--- src/rtl/tx_phy_pkg.sv ---
// Shared transmit-PHY definitions: RATE codes, K=7 generator taps,
// puncture modes, encoder FSM states and small helper functions.
package tx_phy_pkg;

    // SIGNAL-field RATE codes (first received bit is the MSB)
    localparam logic [3:0] RATE_6  = 4'b1101;
    localparam logic [3:0] RATE_9  = 4'b1111;
    localparam logic [3:0] RATE_12 = 4'b0101;
    localparam logic [3:0] RATE_18 = 4'b0111;
    localparam logic [3:0] RATE_24 = 4'b1001;
    localparam logic [3:0] RATE_36 = 4'b1011;
    localparam logic [3:0] RATE_48 = 4'b0001;
    localparam logic [3:0] RATE_54 = 4'b0011;

    // Generator polynomials; bit 6 taps the current input, bit 0 the oldest.
    localparam logic [6:0] G0 = 7'o133;
    localparam logic [6:0] G1 = 7'o171;

    typedef enum logic [1:0] {
        P12,
        P23,
        P34
    } punct_e;

    typedef enum logic [1:0] {
        ST_IDLE,
        ST_PRE,
        ST_SIG,
        ST_DATA
    } tx_state_e;

    // Unknown codes fall back to the most robust rate.
    function automatic punct_e rate_to_punct(input logic [3:0] rate);
        punct_e mode;
        case (rate)
            RATE_48:                            mode = P23;
            RATE_9, RATE_18, RATE_36, RATE_54:  mode = P34;
            default:                            mode = P12;
        endcase
        return mode;
    endfunction

    // Parity of the tapped window {d, s1..s6}.
    function automatic logic conv_bit(input logic [6:0] win, input logic [6:0] gen);
        return ^(win & gen);
    endfunction

endpackage

--- src/rtl/conv_enc_k7.sv ---
// Bit-serial K=7 rate-1/2 convolutional encoder. Outputs are combinational
// from the current input and history; the history advances only on en and
// a synchronous clear wins over enable.
module conv_enc_k7
    import tx_phy_pkg::*;
(
    input  logic clk,
    input  logic en,
    input  logic clr,
    input  logic d,
    output logic a,
    output logic b
);

    // sr_q[5] is s1 (previous bit), sr_q[0] is s6 (oldest)
    logic [5:0] sr_q;
    logic [5:0] sr_d;

    // Next history: clear, shift in the new bit, or hold
    always_comb begin
        sr_d = sr_q;
        if (clr) begin
            sr_d = '0;
        end else if (en) begin
            sr_d = {d, sr_q[5:1]};
        end
    end

    // History register
    always_ff @(posedge clk) begin
        sr_q <= sr_d;
    end

    assign a = conv_bit({d, sr_q}, G0);
    assign b = conv_bit({d, sr_q}, G1);

endmodule

--- src/rtl/tx_conv_encoder.sv ---
// Convolutional encoder and puncturer for the transmit stream.
// Passes the preamble uncoded, codes SIGNAL at rate 1/2, captures RATE from
// the first four SIGNAL bits and punctures DATA accordingly.
// Build option: define TX_CONV_PUNCTURE_EN to build the puncture logic;
// without it DATA pairs always carry mask 11.
//
// state   | meaning
// --------+-----------------------------------------------
// ST_IDLE | waiting for iValid; first valid bit is preamble bit 0
// ST_PRE  | preamble bits 1..PRE_LEN-1 passed uncoded on A
// ST_SIG  | SIGNAL bits coded at rate 1/2, RATE shifted in
// ST_DATA | SERVICE/DATA/TAIL/PAD coded and punctured
module tx_conv_encoder
    import tx_phy_pkg::*;
#(
    parameter int PRE_LEN = 12,
    parameter int SIG_LEN = 24
) (
    input  logic       iClk,
    input  logic       iRst,
    input  logic       iValid,
    input  logic       iData,
    output logic       oValid,
    output logic       oA,
    output logic       oB,
    output logic [1:0] oMask,
    output logic [3:0] oRate
);

    localparam logic [5:0] PRE_LAST = 6'(PRE_LEN - 1);
    localparam logic [5:0] SIG_LAST = 6'(SIG_LEN - 1);

    tx_state_e  state_q, state_d;
    logic [5:0] cnt_q, cnt_d;
    logic [3:0] rate_sh_q, rate_sh_d;
    logic [3:0] rate_q, rate_d;
    logic       valid_q, valid_d;
    logic       a_q, a_d;
    logic       b_q, b_d;
    logic [1:0] mask_q, mask_d;

    logic       enc_en;
    logic       enc_clr;
    logic       enc_a;
    logic       enc_b;
    logic       sig_done;
    logic [1:0] data_mask;

    conv_enc_k7 u_enc (
        .clk (iClk),
        .en  (enc_en),
        .clr (enc_clr | iRst),
        .d   (iData),
        .a   (enc_a),
        .b   (enc_b)
    );

    // Next state, bit counter, RATE capture and encoder control
    always_comb begin
        state_d   = state_q;
        cnt_d     = cnt_q;
        rate_sh_d = rate_sh_q;
        rate_d    = rate_q;
        enc_en    = 1'b0;
        enc_clr   = 1'b0;
        sig_done  = 1'b0;
        case (state_q)
            ST_IDLE: begin
                enc_clr = 1'b1;
                if (iValid) begin
                    state_d = ST_PRE;
                    cnt_d   = 6'd1;
                end
            end
            ST_PRE: begin
                enc_clr = 1'b1;
                if (!iValid) begin
                    state_d = ST_IDLE;
                end else if (cnt_q == PRE_LAST) begin
                    state_d = ST_SIG;
                    cnt_d   = '0;
                end else begin
                    cnt_d = cnt_q + 6'd1;
                end
            end
            ST_SIG: begin
                if (!iValid) begin
                    state_d = ST_IDLE;
                    enc_clr = 1'b1;
                end else begin
                    enc_en = 1'b1;
                    if (cnt_q < 6'd4) begin
                        rate_sh_d = {rate_sh_q[2:0], iData};
                    end
                    if (cnt_q == SIG_LAST) begin
                        // DATA is coded from a fresh zero history
                        state_d  = ST_DATA;
                        cnt_d    = '0;
                        enc_clr  = 1'b1;
                        rate_d   = rate_sh_d;
                        sig_done = 1'b1;
                    end else begin
                        cnt_d = cnt_q + 6'd1;
                    end
                end
            end
            ST_DATA: begin
                if (!iValid) begin
                    state_d = ST_IDLE;
                end else begin
                    enc_en = 1'b1;
                    cnt_d  = cnt_q + 6'd1;
                end
            end
            default: begin
                state_d = ST_IDLE;
            end
        endcase
    end

`ifdef TX_CONV_PUNCTURE_EN
    punct_e     punct_q, punct_d;
    logic [1:0] ph_q, ph_d;

    // Puncture mode latch and phase counter wrapping at the puncture period
    always_comb begin
        punct_d   = punct_q;
        ph_d      = ph_q;
        data_mask = 2'b11;
        if (sig_done) begin
            punct_d = rate_to_punct(rate_sh_d);
            ph_d    = '0;
        end else if (state_q == ST_DATA && iValid) begin
            case (punct_q)
                P23: begin
                    data_mask = (ph_q == 2'd0) ? 2'b11 : 2'b10;
                    ph_d      = (ph_q == 2'd1) ? 2'd0 : ph_q + 2'd1;
                end
                P34: begin
                    data_mask = (ph_q == 2'd0) ? 2'b11 : (ph_q == 2'd1) ? 2'b10 : 2'b01;
                    ph_d      = (ph_q == 2'd2) ? 2'd0 : ph_q + 2'd1;
                end
                default: begin
                    data_mask = 2'b11;
                    ph_d      = '0;
                end
            endcase
        end
    end

    // Puncture state registers
    always_ff @(posedge iClk) begin
        if (iRst) begin
            punct_q <= P12;
            ph_q    <= '0;
        end else begin
            punct_q <= punct_d;
            ph_q    <= ph_d;
        end
    end
`else
    assign data_mask = 2'b11;
`endif

    // Output pair selection; everything reads zero when no bit is consumed
    always_comb begin
        valid_d = 1'b0;
        a_d     = 1'b0;
        b_d     = 1'b0;
        mask_d  = 2'b00;
        if (iValid) begin
            valid_d = 1'b1;
            case (state_q)
                ST_IDLE, ST_PRE: begin
                    a_d    = iData;
                    mask_d = 2'b10;
                end
                ST_SIG: begin
                    a_d    = enc_a;
                    b_d    = enc_b;
                    mask_d = 2'b11;
                end
                default: begin
                    a_d    = enc_a;
                    b_d    = enc_b;
                    mask_d = data_mask;
                end
            endcase
        end
    end

    // State, counters and registered outputs
    always_ff @(posedge iClk) begin
        if (iRst) begin
            state_q   <= ST_IDLE;
            cnt_q     <= '0;
            rate_sh_q <= '0;
            rate_q    <= '0;
            valid_q   <= 1'b0;
            a_q       <= 1'b0;
            b_q       <= 1'b0;
            mask_q    <= 2'b00;
        end else begin
            state_q   <= state_d;
            cnt_q     <= cnt_d;
            rate_sh_q <= rate_sh_d;
            rate_q    <= rate_d;
            valid_q   <= valid_d;
            a_q       <= a_d;
            b_q       <= b_d;
            mask_q    <= mask_d;
        end
    end

    assign oValid = valid_q;
    assign oA     = a_q;
    assign oB     = b_q;
    assign oMask  = mask_q;
    assign oRate  = rate_q;

endmodule

--- config.mk ---
export PLATFORM = sky130hd
export DESIGN_NAME = tx_conv_encoder
export DESIGN_NICKNAME = d
export VERILOG_FILES = /design/src/rtl/tx_phy_pkg.sv /design/src/rtl/conv_enc_k7.sv /design/src/rtl/tx_conv_encoder.sv
export SDC_FILE = /design/constraint.sdc
export NUM_CORES = 1
export LEC_CHECK = 0
export ABC_AREA = 1
export BUFFER_PORTS_ARGS = -buffer_cell sky130_fd_sc_hd__buf_2
export CAP_MARGIN = 20
export CORE_MARGIN = 2
export CORE_UTILIZATION = 60
export DETAILED_ROUTE_END_ITERATION = 6
export PLACE_DENSITY = 0.81
export SYNTH_ARGS = -nofsm -noshare
export SYNTH_HDL_FRONTEND = slang
export SYNTH_SLANG_ARGS = --single-unit
--- constraint.sdc ---
create_clock -name iClk -period 4.2 [get_ports iClk]
set_clock_uncertainty 0.15 [all_clocks]
set_input_delay 0.84 -clock iClk [delete_from_list [all_inputs] [get_ports iClk]]
set_output_delay 0.84 -clock iClk [all_outputs]
set_load 0.03 [all_outputs]
==> results.json <==
{
  "path_clk_slew_ns": 0.14,
  "cp_cell_sequence": "buf_2",
  "ys_ff_latch": 27,
  "place_congestion": 0.920,
  "dp_hpwl_um": 2030,
  "r2r_start": "cnt_q[0]$_SDFFE_PP0P_",
  "hp-class": "register to register",
  "cts_setup_buffers": 0,
  "fillers": 177,
  "power.leakage_nw": 0.610,
  "power_density_mw_per_mm2": 287,
  "drc": 0,
  "post_drt_via_cell_ratio": 5.26,
  "antenna_found_initial": 0,
  "grt.overflow.total": 0,
  "vdd_drop_max_uv": 165,
  "vias": 1220,
  "place_inst": 228,
  "yosys.area.top_type": "dfxtp_1",
  "portBuffers": 12,
  "synthesis.area_mm2": 0.00130,
  "root_buffer": "clkbuf_4",
  "worst_slew_pin_slew_ns": 0.511,
  "synth.area.mux_share_pct": 0,
  "run_status": "finished, final reports clean",
  "dieArea_mm2": 0.00255,
  "final_cells": 232,
  "synth-edff-count": 0,
  "r2r-end": "oRate[1]$_SDFFE_PP0P_",
  "die_w_um": 50.5,
  "drt_iter0_drc": 43,
  "totalWireLength_um": 2560,
  "grt_max_degree": 16,
  "crit_buf_inv": 1,
  "max_slew_margin_pct": 65.9,
  "cap_violations": 0,
  "yosysMostFrequentCell": "nand2_1",
  "fin_tns_setup_ns": 0,
  "fmax_mhz": 538,
  "hold_buffers": 0,
  "clkSinkCount": 27,
  "crit_path_top_delay_cell": "dfxtp_1",
  "synthCells": 192,
  "placed_area_mm2": 0.00137,
  "slew_violations": 0,
  "synth_xor_xnor_area_share_pct": 2.03,
  "insertion_delay_ns": 0.31,
  "ys_warn_count": 0,
  "ant_nets": 0,
  "cp-start-kind": "register",
  "synth_simple_gate_area_share_pct": 34.2,
  "cts.path.max_buffers": 2,
  "worst_path_largest_cell_delay_ns": 0.36,
  "numCtsBuffers": 3,
  "grt_pass1_wl_um": 4530,
  "syn_nets": 197,
  "finalHoldViolCount": 0,
  "critPathMaxFanout": 2,
  "num_antenna_cells": 0,
  "worst-r2r-cell-count": 8,
  "fp-row-count": 16,
  "area_growth_syn_to_layout_pct": 7.91,
  "drt_pass1_iterations": 4,
  "r2r_slack_ns": 2.48,
  "synth_commonest_cells": "nand2_1 (62), dfxtp_1 (27), inv_1 (26), nor2_1 (16), nand3_1 (15)",
  "placeableCoreArea_mm2": 0.00200,
  "post_drt_wl_per_cell_um": 11.0,
  "io_pins": 13,
  "synthAdderAreaFrac_pct": 0.964,
  "cts_resized": 0,
  "worst_ep_required_time_ns": 3.21,
  "hold_start": "oRate[3]$_SDFFE_PP0P_",
  "period_minus_slack_ns": 1.86,
  "seq_area_frac_synth_pct": 41.7,
  "synth_area_leaders": "dfxtp_1 (42%), nand2_1 (18%), inv_1 (7.5%), nand3_1 (5.8%), a21oi_1 (5.4%)",
  "initial_core_util_pct": 64.8,
  "grt.total_usage_pct": 22.9,
  "cts_max_level": 1,
  "cp-end-kind": "output port",
  "yosysTopAreaCellShare_pct": 41.7,
  "grt_pass1_vias": 1070,
  "ys.flop_type": "dfxtp_1",
  "worstHoldEndpoint": "oRate[3]$_SDFFE_PP0P_",
  "rsz0062_at_grt": "no",
  "cp_top_family": "flip-flops",
  "final_layout_size_suffix_gt1_share_pct": 11.2,
  "setup.worst_path.class": "register to output port",
  "async_flop_share_pct": 0,
  "whs_path_depth": 2,
  "cp.arrival_ns": 0.87,
  "synth_cell_type_count": 24,
  "synth_top_family_by_area": "simple AND/OR/NAND/NOR gates",
  "setup_viol": 0,
  "synth_area_per_cell_um2": 6.76,
  "fin_area_mm2": 0.00140,
  "synth_compound_area_share_pct": 11.5,
  "final_nets": 211,
  "timing.final.crit_share_pct": 44.3,
  "cts_tree": "yes",
  "die_y_um": 50.5
}
==> registers in the layout (all words and copies together), names as in the netlist <==
signal      count
oRate           4
oValid          1
cnt_q           6
oB              1
state_q         2
oMask           2
u_enc.sr_q      6
oA              1
rate_sh_q       4
==> logic make-up after synthesis <==
kind of cell             count (synthesis)
AND/OR/NAND/NOR                        103
buffers and inverters                   31
AO/OA/AOI/OAI                           27
flip-flops                              27
XOR/XNOR                                 3
adder cells (fa/ha/maj)                  1
==> layout by cell type (no fill, tap or decap) <==
cell	Yosys	final
a21boi_0	1	1
a21oi_1	14	14
a22oi_1	2	2
buf_2	0	12
clkbuf_4	0	3
clkinv_2	1	2
dfxtp_1	27	27
ha_1	1	1
inv_1	26	26
inv_2	1	1
nand2_1	62	62
nand2_2	1	1
nand3_1	15	15
nand4_1	5	5
nor2_1	16	16
nor2_2	1	1
nor2_4	2	2
nor3_2	1	1
o2111ai_1	1	1
o211ai_1	1	1
o21ai_0	7	7
o21ai_1	1	1
xnor2_1	1	1
xor2_1	2	2
==> worst max path at each step <==
stage / start / end / slack, ns / cells after the start
6_report: oRate[2]$_SDFFE_PP0P_ / oRate[2] / 2.34 / 1
5_1_grt: oRate[2]$_SDFFE_PP0P_ / oRate[2] / 2.28 / 1
4_1_cts: oRate[2]$_SDFFE_PP0P_ / oRate[2] / 2.32 / 1
3_5_place_dp: iValid / oRate[1]$_SDFFE_PP0P_ / 2.22 / 6
3_3_place_gp: iValid / oRate[0]$_SDFFE_PP0P_ / 2.28 / 6
2_1_floorplan: iValid / cnt_q[4]$_SDFFE_PP0P_ / 2.49 / 7
==> power breakdown <==
part | switching (mW) | internal [mW] | leakage (nW)
Clock | 0.0717 | 0.0356 | 0.0177
Combinational | 0.0214 | 0.00907 | 0.373
Sequential | 0.00445 | 0.260 | 0.219
Total | 0.0975 | 0.305 | 0.610
==> layout make-up <==
class                           instances  area (µm²)  share of cell area (%)
Clock buffer                            3        22.5                    1.61
Multi-Input combinational cell        134         632                    45.1
Inverter                               28         106                    7.60
Clock inverter                          1        5.00                   0.357
Timing Repair Buffer                   12        60.1                    4.29
Tap cell                               27        33.8                    2.41
Sequential cell                        27         541                    38.6
==> metrics by stage <==
step	total power [mW]	utilization, %	hold slack (ns)	worst slack (ns)
floorplan	0.293	-	0.295	2.49
global placement	0.300	68.6	0.296	2.28
detailed placement	0.301	68.6	0.307	2.22
CTS	0.407	69.9	0.326	2.32
global route	0.421	69.9	0.342	2.28
finish	0.402	69.9	0.321	2.34
==> metal layers <==
metal	vias up	part of all wire [%]	track usage, %
li1	637	-	-
met1	547	46	29.9
met2	32	49	40.6
met3	4	4.0	2.98
met4	0	0.74	4.50
met5	-	0	0
(Power assumes the default switching activity.)
